[config.mk]
export PLATFORM = sky130hd
export DESIGN_NAME = branch_predictor_table_flat
export DESIGN_NICKNAME = d
export VERILOG_FILES = /design/src/rtl/branch_predictor_table_if.sv /design/src/rtl/branch_predictor_table.sv /design/src/flat_wrapper.sv
export SDC_FILE = /design/constraint.sdc
export NUM_CORES = 1
export LEC_CHECK = 0
export ABC_AREA = 1
export ABC_CLOCK_PERIOD_IN_PS = 5080
export BUFFER_PORTS_ARGS = -buffer_cell sky130_fd_sc_hd__clkbuf_2
export CAP_MARGIN = 20
export CELL_PAD_IN_SITES_DETAIL_PLACEMENT = 0
export CELL_PAD_IN_SITES_GLOBAL_PLACEMENT = 1
export CORE_MARGIN = 1
export CORE_UTILIZATION = 30
export DETAILED_ROUTE_END_ITERATION = 10
export HOLD_SLACK_MARGIN = 0.03
export PLACE_DENSITY = 0.73
export SETUP_SLACK_MARGIN = 0.15
export SYNTH_ARGS = -nofsm -noshare
export SYNTH_HDL_FRONTEND = slang
export SYNTH_SLANG_ARGS = --single-unit
[constraint.sdc]
create_clock -name clk -period 5.08 [get_ports clk]
set_clock_uncertainty 0.05 [all_clocks]
set_input_delay 0.508 -clock clk [delete_from_list [all_inputs] [get_ports clk]]
set_output_delay 0.508 -clock clk [all_outputs]
set_load 0.01 [all_outputs]
[src/rtl/branch_predictor_table_if.sv]
// Fetch/execute-side bundle for the branch predictor table: prediction lookup,
// resolved-branch update and statistics readout.
interface branch_predictor_table_if #(
    parameter int GHR_W = 0
);
    localparam int GW = (GHR_W > 0) ? GHR_W : 1;

    logic [31:0]   pred_pc;
    logic          pred_taken;
    logic [1:0]    pred_code;
    logic [GW-1:0] pred_ghr;

    logic          upd_valid;
    logic [31:0]   upd_pc;
    logic [GW-1:0] upd_ghr;
    logic          upd_taken;
    logic          upd_pred;

    logic          stats_clr;
    logic [31:0]   branch_cnt;
    logic [31:0]   mispred_cnt;

    modport master (
        output pred_pc, upd_valid, upd_pc, upd_ghr, upd_taken, upd_pred, stats_clr,
        input  pred_taken, pred_code, pred_ghr, branch_cnt, mispred_cnt
    );

    modport slave (
        input  pred_pc, upd_valid, upd_pc, upd_ghr, upd_taken, upd_pred, stats_clr,
        output pred_taken, pred_code, pred_ghr, branch_cnt, mispred_cnt
    );
endinterface

[src/rtl/branch_predictor_table.sv]
// PC-indexed saturating-counter predictor (bimodal or gshare); prediction is
// combinational with zero latency, updates land on the next edge, no backpressure.
module branch_predictor_table #(
    parameter int ENTRIES  = 64,
    parameter int CNT_W    = 2,
    parameter int GHR_W    = 0,
    parameter int CNT_INIT = 1
) (
    input logic                     clk,
    input logic                     rst_n,
    branch_predictor_table_if.slave bus
);
    localparam int IDX_W = $clog2(ENTRIES);
    localparam int GW    = (GHR_W > 0) ? GHR_W : 1;
    localparam logic [CNT_W-1:0] CNT_MAX = {CNT_W{1'b1}};
    localparam logic [CNT_W-1:0] CNT_RST = CNT_W'(CNT_INIT);

    logic [CNT_W-1:0] cnt [ENTRIES];
    logic [GW-1:0]    ghr;
    logic [IDX_W-1:0] pred_hist;
    logic [IDX_W-1:0] upd_hist;
    logic [IDX_W-1:0] pred_idx;
    logic [IDX_W-1:0] upd_idx;
    logic [31:0]      branch_cnt;
    logic [31:0]      mispred_cnt;
    logic             unused_bits;

    // History is zero-extended into the low index bits; bimodal uses no history.
    generate
        if (GHR_W > 0) begin : g_hist
            always_comb begin
                pred_hist           = '0;
                upd_hist            = '0;
                pred_hist[GW-1:0]   = ghr;
                upd_hist[GW-1:0]    = bus.upd_ghr;
            end
        end else begin : g_nohist
            assign pred_hist = '0;
            assign upd_hist  = '0;
        end
    endgenerate

    assign pred_idx = bus.pred_pc[IDX_W+1:2] ^ pred_hist;
    assign upd_idx  = bus.upd_pc[IDX_W+1:2] ^ upd_hist;

    assign bus.pred_taken  = cnt[pred_idx][CNT_W-1];
    assign bus.pred_code   = {bus.pred_taken, ~bus.pred_taken};
    assign bus.pred_ghr    = ghr;
    assign bus.branch_cnt  = branch_cnt;
    assign bus.mispred_cnt = mispred_cnt;

    assign unused_bits = ^{bus.pred_pc[31:IDX_W+2], bus.pred_pc[1:0],
                           bus.upd_pc[31:IDX_W+2], bus.upd_pc[1:0], bus.upd_ghr};

    always_ff @(posedge clk or negedge rst_n) begin
        if (!rst_n) begin
            for (int i = 0; i < ENTRIES; i++) begin
                cnt[i] <= CNT_RST;
            end
        end else if (bus.upd_valid) begin
            if (bus.upd_taken) begin
                if (cnt[upd_idx] != CNT_MAX) begin
                    cnt[upd_idx] <= cnt[upd_idx] + 1'b1;
                end
            end else if (cnt[upd_idx] != '0) begin
                cnt[upd_idx] <= cnt[upd_idx] - 1'b1;
            end
        end
    end

    // History shifts only at resolve time, so it never needs repair.
    generate
        if (GHR_W == 0) begin : g_no_ghr
            assign ghr = '0;
        end else if (GHR_W == 1) begin : g_ghr1
            always_ff @(posedge clk or negedge rst_n) begin
                if (!rst_n) begin
                    ghr <= '0;
                end else if (bus.upd_valid) begin
                    ghr <= bus.upd_taken;
                end
            end
        end else begin : g_ghrn
            always_ff @(posedge clk or negedge rst_n) begin
                if (!rst_n) begin
                    ghr <= '0;
                end else if (bus.upd_valid) begin
                    ghr <= {ghr[GW-2:0], bus.upd_taken};
                end
            end
        end
    endgenerate

    always_ff @(posedge clk or negedge rst_n) begin
        if (!rst_n) begin
            branch_cnt  <= '0;
            mispred_cnt <= '0;
        end else if (bus.stats_clr) begin
            branch_cnt  <= '0;
            mispred_cnt <= '0;
        end else if (bus.upd_valid) begin
            branch_cnt <= branch_cnt + 32'd1;
            if (bus.upd_taken != bus.upd_pred) begin
                mispred_cnt <= mispred_cnt + 32'd1;
            end
        end
    end
endmodule
[src/flat_wrapper.sv]
// flat-port wrapper written by rule: the top's interface ports become plain ports
module branch_predictor_table_flat 
#(
    parameter int ENTRIES  = 64,
    parameter int CNT_W    = 2,
    parameter int GHR_W    = 0,
    parameter int CNT_INIT = 1
)
  (clk, rst_n, bus_pred_pc, bus_upd_valid, bus_upd_pc, bus_upd_ghr, bus_upd_taken, bus_upd_pred, bus_stats_clr, bus_pred_taken, bus_pred_code, bus_pred_ghr, bus_branch_cnt, bus_mispred_cnt);
  branch_predictor_table_if #(.GHR_W(GHR_W)) bus_i ();
  input logic clk;
  input logic rst_n;
  input wire logic [$bits(bus_i.pred_pc)-1:0] bus_pred_pc;
  input wire logic [$bits(bus_i.upd_valid)-1:0] bus_upd_valid;
  input wire logic [$bits(bus_i.upd_pc)-1:0] bus_upd_pc;
  input wire logic [$bits(bus_i.upd_ghr)-1:0] bus_upd_ghr;
  input wire logic [$bits(bus_i.upd_taken)-1:0] bus_upd_taken;
  input wire logic [$bits(bus_i.upd_pred)-1:0] bus_upd_pred;
  input wire logic [$bits(bus_i.stats_clr)-1:0] bus_stats_clr;
  output wire logic [$bits(bus_i.pred_taken)-1:0] bus_pred_taken;
  output wire logic [$bits(bus_i.pred_code)-1:0] bus_pred_code;
  output wire logic [$bits(bus_i.pred_ghr)-1:0] bus_pred_ghr;
  output wire logic [$bits(bus_i.branch_cnt)-1:0] bus_branch_cnt;
  output wire logic [$bits(bus_i.mispred_cnt)-1:0] bus_mispred_cnt;
  assign bus_i.pred_pc = bus_pred_pc;
  assign bus_i.upd_valid = bus_upd_valid;
  assign bus_i.upd_pc = bus_upd_pc;
  assign bus_i.upd_ghr = bus_upd_ghr;
  assign bus_i.upd_taken = bus_upd_taken;
  assign bus_i.upd_pred = bus_upd_pred;
  assign bus_i.stats_clr = bus_stats_clr;
  assign bus_pred_taken = bus_i.pred_taken;
  assign bus_pred_code = bus_i.pred_code;
  assign bus_pred_ghr = bus_i.pred_ghr;
  assign bus_branch_cnt = bus_i.branch_cnt;
  assign bus_mispred_cnt = bus_i.mispred_cnt;
  branch_predictor_table #(.ENTRIES(ENTRIES), .CNT_W(CNT_W), .GHR_W(GHR_W), .CNT_INIT(CNT_INIT)) u_core (.clk(clk), .rst_n(rst_n), .bus(bus_i));
endmodule
==> results.json, run 1 <==
{
  "synthFlopType": "dfrtp_1",
  "dpl.hpwl_um": 23400,
  "final-max-slew-violation-count": 0,
  "numCtsBuffers": 17,
  "cp_cell_sequence": "clkbuf_2, inv_1, buf_4, nor2_1, o211ai_2, nand2_1, o21ai_1, nand2_1, nor2_4, nand2_1, inv_1, ha_1, inv_1, o21ai_0, inv_1, nand3_1, nor2_1, inv_1, nand2_1, o21ai_0",
  "final_nets": 1826,
  "core_region_area_sq_mm": 0.0377,
  "clk_pin_slew_ns": 0.07,
  "pwr-share-seq": 0.475,
  "initial_core_util": 0.306,
  "outcome": "finished, final reports clean",
  "dieArea_sq_mm": 0.0392,
  "drive_gt1_frac": 0.129,
  "htree_num_levels": 4,
  "ys_seq_area_frac": 0.424,
  "combPwrFrac": 0.153,
  "hold_violations": 0,
  "fillCellCount": 4146,
  "critPathRequiredTime_ns": 5.35,
  "synth_mux_area_frac": 0,
  "p_sw_w": 0.00116,
  "cp.arrival_ns": 3.96,
  "ir_drop_uv": 239,
  "yosysTopAreaCellShare": 0.278,
  "synth_xor_area_frac": 0.00304,
  "critical-path-top-delay-family": "simple AND/OR/NAND/NOR gates",
  "start_kind": "input pin",
  "crit_slowest_cell": "nand3_1",
  "max_stage_delay_ns": 0.55,
  "ctsHoldBuffers": 0,
  "synth_most_common_cell": "nand2_1",
  "syn-cell-area_sq_mm": 0.0115,
  "drt_first_pass_iters": 7,
  "die_y_um": 198,
  "setup_viol": 0,
  "syn_to_final_growth_pct": 13.1,
  "wl_per_cell_um": 15.8,
  "tightest_slew_ns": 0.925,
  "yosys.area_share.simple": 0.381,
  "crit_buf_inv": 7,
  "yosys_warnings": 0,
  "drt-total-wl_um": 35900,
  "antenna_cells": 0,
  "drtAntennaViolNets": 0,
  "ctsResizeCount": 0,
  "max_slew_margin": 0.383,
  "p_int_w": 0.00271,
  "crit_top_cell": "inv_1",
  "via_per_inst": 4.86,
  "syn-num-nets": 1769,
  "cts_tree": "done",
  "synth.area.top_cells": "dfrtp_1 28%, nand2_1 21%, dfstp_2 15%, nand3_1 7.0%, inv_1 6.0%",
  "numClockSinks": 192,
  "gp_congestion": 0.878,
  "synthAdderAreaFrac": 0.00435,
  "post-cts-setup-buffers": 0,
  "grt-ovfl-total": 0,
  "cellLeakagePower_nw": 5.91,
  "ioPinCount": 139,
  "pwr-share-clk": 0.372,
  "die_w_um": 198,
  "synth_top_family_by_area": "simple AND/OR/NAND/NOR gates",
  "end_kind": "flop",
  "grt_pass1_wl_um": 58400,
  "maxCapViolations": 0,
  "ys_ff_latch": 192,
  "root_buffer": "clkbuf_16",
  "ys_async_sr_fraction": 1.00,
  "grt_max_degree": 99,
  "antenna_found_initial": 0,
  "tns_ns": 0,
  "drt-initial-drc-count": 772,
  "rows": 71,
  "min_period_over_period": 0.726,
  "crit_type": "input pin to flop",
  "switching_share": 0.299,
  "syn_area_per_cell_sq_um": 6.79,
  "cts.path.max_buffers": 2,
  "p_per_area_mw_per_mm2": 297,
  "fmax_ghz": 0.271,
  "drc_errors": 0,
  "synth_top_cell_by_area": "dfrtp_1",
  "insertion_delay_ns": 0.45,
  "synthDistinctLibCells": 35,
  "whs_ns": 0.111,
  "grt.total_usage": 0.191,
  "synth.top_cells.by_count": "629 x nand2_1, 185 x inv_1, 160 x nand3_1, 160 x nor2_1, 128 x dfrtp_1",
  "period_needed_ns": 3.69,
  "grt_pass1_vias": 10726,
  "postSynthCellCount": 1694,
  "worstPathMaxFanout": 13,
  "synth_compound_area_frac": 0.0908,
  "io_buffers": 84,
  "vias": 11053,
  "synth_edf_count": 0,
  "hold_path_class": "input pin to asynchronous set/reset pin",
  "rsz0062_at_grt": "false"
}
[cells in the final DEF, fill, tap and decap left out, types with 7 or more instances in the layout]
| cell | count |
|---|---|
| a21oi_1 | 54 |
| nor3_1 | 28 |
| dfstp_2 | 64 |
| buf_4 | 16 |
| clkbuf_16 | 17 |
| inv_1 | 185 |
| clkbuf_2 | 83 |
| o21ai_0 | 116 |
| dfrtp_1 | 128 |
| nand3_2 | 20 |
| a21o_1 | 8 |
| nand3_1 | 160 |
| nor2_1 | 158 |
| nand2_1 | 629 |
| nand4_1 | 33 |
| o21ai_1 | 7 |
[worst reg2reg max path, cell delays in order (launching register included)]
cell     delay, ns
dfrtp_1       0.40
nand2_1       0.07
a21oi_1       0.07
o21ai_0       0.33
nand2_1       0.11
nand2_1       0.12
nand2_1       0.08
nor2_1        0.10
nand3_1       0.09
ha_1          0.19
a21oi_1       0.11
o21ai_0       0.10
inv_1         0.19
nand3_1       0.55
nor2_1        0.35
inv_1         0.11
nand2_1       0.07
o21ai_0       0.07
[per-layer routing]
metal,wire [um],global-route usage
met5,0,0
met4,426,0.0396
met3,1750,0.0308
met2,16700,0.313
met1,17100,0.263
[kinds of logic after synthesis]
| family | after synthesis |
|---|---|
| AOI/OAI and AO/OA | 198 |
| xor gates and xnor gates | 4 |
| adders and majority gates | 4 |
| buffers and inverters | 254 |
| DFF | 192 |
| other | 1 |
| and+or+nand+nor | 1041 |
[per-stage QoR]
| stage | worst slack (ns) | instance area (sq um) | std cells | total power [W] | utilization |
|---|---|---|---|---|---|
| floorplan | 2.15 | 11500 | 1694 | 0.00224 | - |
| CTS | 1.45 | 13000 | 2275 | 0.00391 | 0.346 |
| global placement | 0.983 | 12400 | 2243 | 0.00245 | 0.329 |
| global route | 1.11 | 13000 | 2275 | 0.00407 | 0.346 |
| detailed placement | 0.976 | 12400 | 2243 | 0.00246 | 0.329 |
| finish | 1.39 | 13000 | 2275 | 0.00387 | 0.346 |
[final cells by class]
type | instances | area [sq um] | area share
flip-flops and latches | 192 | 4880 | 0.375
well taps | 511 | 639 | 0.0491
inverters | 188 | 706 | 0.0542
clock buffers | 21 | 450 | 0.0346
multi-input cells | 1248 | 5550 | 0.426
repair buffers | 104 | 629 | 0.0484
clock inverters | 11 | 155 | 0.0119
[path summary, 6_finish.rpt]
kind                                              from                                     to  slack, ns  depth (start not counted)
min in group clk                                  flop                                   flop       0.42                          2
setup reg to reg           u_core.cnt[101]$_DFFE_PN0P_             u_core.cnt[59]$_DFFE_PN0P_       1.79                         17
hold / removal                                   rst_n             u_core.cnt[51]$_DFFE_PN0P_       0.11                          1
hold reg to reg                                   flop                                   flop       0.42                          2
max in group asynchronous                        rst_n  u_core.bus.branch_cnt[27]$_DFFE_PN0P_       3.85                          2
setup / recovery                         bus_upd_pc[3]             u_core.cnt[59]$_DFFE_PN0P_       1.39                         20
[power by group through the flow]
stage                     logic (W)  registers (W)  clock network (W)
after floorplan            0.000403        0.00183                  0
after global placement     0.000591        0.00186                  0
after detailed placement   0.000597        0.00186                  0
after CTS                  0.000599        0.00184            0.00148
after global routing       0.000673        0.00186            0.00153
final                      0.000591        0.00184            0.00144
No activity file was read; power rests on OpenSTA's default activity.
==> run 2, diff against run 1 <==
--- a/config.mk
+++ b/config.mk
@@ -6,7 +6,7 @@
 export NUM_CORES = 1
 export LEC_CHECK = 0
 export ABC_AREA = 1
-export ABC_CLOCK_PERIOD_IN_PS = 5080
+export ABC_CLOCK_PERIOD_IN_PS = 3500
 export BUFFER_PORTS_ARGS = -buffer_cell sky130_fd_sc_hd__clkbuf_2
 export CAP_MARGIN = 20
 export CELL_PAD_IN_SITES_DETAIL_PLACEMENT = 0
==> constraint.sdc (replaced) <==
create_clock -name clk -period 3.5 [get_ports clk]
set_clock_uncertainty 0.05 [all_clocks]
set_input_delay 0.35 -clock clk [delete_from_list [all_inputs] [get_ports clk]]
set_output_delay 0.35 -clock clk [all_outputs]
set_load 0.01 [all_outputs]
==> run 2 against run 1 <==
Wire length shrank 0.36%. Via count increased by 0.90%. Worst hold slack improved by 0.14 ns. Global-route usage fell by 0.072 points. Critical path type is now flop to flop. Largest cell class unchanged.
==> results.json, run 2 (synthesis gave the netlist of run 1 again) <==
{
  "numClockSinks": 192,
  "numCtsBuffers": 17,
  "period_needed_ns": 2.83,
  "hold_violations": 0,
  "grt_pass1_wl_um": 58100,
  "max_slew_margin": 0.360,
  "drt_first_pass_iters": 5,
  "via_per_inst": 4.85,
  "insertion_delay_ns": 0.45,
  "gp_congestion": 0.896,
  "final_nets": 1852,
  "p_int_w": 0.00394,
  "wl_per_cell_um": 15.6,
  "final-max-slew-violation-count": 0,
  "cts.path.max_buffers": 2,
  "drt-initial-drc-count": 820,
  "p_sw_w": 0.00171,
  "worstPathMaxFanout": 8,
  "grt_max_degree": 79,
  "final_cell_mix": "629 x nand2_1, 185 x inv_1, 160 x nand3_1",
  "vias": 11153,
  "outcome": "finished, final reports clean",
  "dpl_cell_area_sq_mm": 0.0126,
  "min_from": "bus_upd_valid",
  "drtAntennaViolNets": 0,
  "io_buffers": 84,
  "rows": 71,
  "cellLeakagePower_nw": 6.04,
  "fmax_ghz": 0.353,
  "drc_errors": 0,
  "p_per_area_mw_per_mm2": 426,
  "pwr-share-clk": 0.370,
  "fillCellCount": 4161,
  "die_y_um": 198,
  "tns_ns": 0,
  "core_region_area_sq_mm": 0.0377,
  "dieArea_sq_mm": 0.0392,
  "start_kind": "flop",
  "die_w_um": 198,
  "cts_tree": "done",
  "drt-total-wl_um": 35800,
  "post-place-ws_ns": 0.304,
  "end_kind": "flop",
  "drive_gt1_frac": 0.142,
  "syn_to_final_growth_pct": 15.1,
  "hold_path_class": "input pin to flop",
  "layout_commonest_cell": "nand2_1",
  "ioPinCount": 139,
  "min_period_over_period": 0.808,
  "antenna_found_initial": 0,
  "grt_pass1_vias": 10900,
  "setup_ws_ns": 0.670,
  "pwr-share-seq": 0.473,
  "ir_drop_uv": 384,
  "grt.total_usage": 0.190,
  "crit_type": "flop to flop",
  "combPwrFrac": 0.156,
  "root_buffer": "clkbuf_16",
  "ctsResizeCount": 0,
  "initial_core_util": 0.306,
  "grt-ovfl-total": 0,
  "antenna_cells": 0,
  "maxCapViolations": 0,
  "htree_num_levels": 4,
  "clk_pin_slew_ns": 0.08,
  "tightest_slew_ns": 0.960,
  "cp.arrival_ns": 3.10,
  "switching_share": 0.302,
  "setup_viol": 0,
  "rsz0062_at_grt": "false",
  "final_area_sq_mm": 0.0133,
  "critPathRequiredTime_ns": 3.77,
  "dpl.hpwl_um": 24200
}
==> run 2: cell types whose count changed in the layout (fill, tap and decap cells not counted) <==
cell / change
buf_12: +3
buf_4: +22
clkbuf_1: -2
clkbuf_8: -1
clkinv_2: +1
clkinv_4: -1
dlygate4sd3_1: +1
inv_6: +3
==> run 2: metrics by stage <==
step                utilization  power [W]  cells  hold WS, ns
CTS                       0.352    0.00573   2301        0.236
detailed placement        0.335    0.00360   2268        0.404
floorplan                     -    0.00325   1694      0.00441
finish                    0.352    0.00565   2301        0.251
global placement          0.335    0.00359   2268        0.404
global route              0.352    0.00594   2301        0.255
==> run 2: path summary, 6_finish.rpt <==
| path | slack, ns | depth (start not counted) | endpoint |
|---|---|---|---|
| max reg2reg | 0.67 | 21 | u_core.cnt[59]$_DFFE_PN0P_ |
| min | 0.25 | 3 | u_core.bus.branch_cnt[1]$_DFFE_PN0P_ |
| min reg2reg | 0.42 | 2 | flop |
| min in group asynchronous | 0.45 | 2 | u_core.cnt[111]$_DFFE_PN0P_ |
| max in group asynchronous | 1.94 | 3 | asynchronous set/reset pin |
| max | 0.67 | 21 | u_core.cnt[59]$_DFFE_PN0P_ |
==> run 2: power groups by stage <==
stage,clock network (W),registers [W],logic (W)
3_5_place_dp,0,0.00271,0.000889
3_3_place_gp,0,0.00270,0.000884
6_report,0.00209,0.00268,0.000883
2_1_floorplan,0,0.00266,0.000585
4_1_cts,0.00216,0.00267,0.000895
5_1_grt,0.00223,0.00270,0.00101
==> run 2: critical path: stages, from the launching register on <==
cell     delay [ns]
dfstp_2        0.54
nand2_1        0.05
nand2_1        0.07
nand2_1        0.07
nand2_1        0.07
nand2_1        0.05
nand2_1        0.08
nand2_1        0.09
nand2_1        0.16
nor2_4         0.04
nand2_1        0.08
inv_1          0.05
ha_1           0.19
inv_1          0.05
o21ai_0        0.07
inv_1          0.20
nand3_1        0.18
buf_4          0.21
nor2_1         0.16
inv_1          0.09
nand2_1        0.07
o21ai_0        0.08
==> run 2: layout make-up <==
cell class / count / area [sq um] / area share
Timing Repair Buffer: 130 / 865 / 0.0652
Sequential cell: 192 / 4880 / 0.369
Clock buffer: 18 / 429 / 0.0324
Inverter: 188 / 706 / 0.0533
Multi-Input combinational cell: 1248 / 5550 / 0.419
Clock inverter: 14 / 178 / 0.0134
Tap cell: 511 / 639 / 0.0482
==> run 2: repair_timing <==
item,CTS,global route
buffers inserted,0,0
hold buffers,1,0
endpoints found under the hold margin,43,0
==> run 2: metal layers <==
metal,track usage,up-vias,share of wire
met1,0.256,5334,0.47
met3,0.0336,14,0.050
met5,0,-,0
li1,-,5539,-
met4,0.0390,0,0.0068
met2,0.317,266,0.48
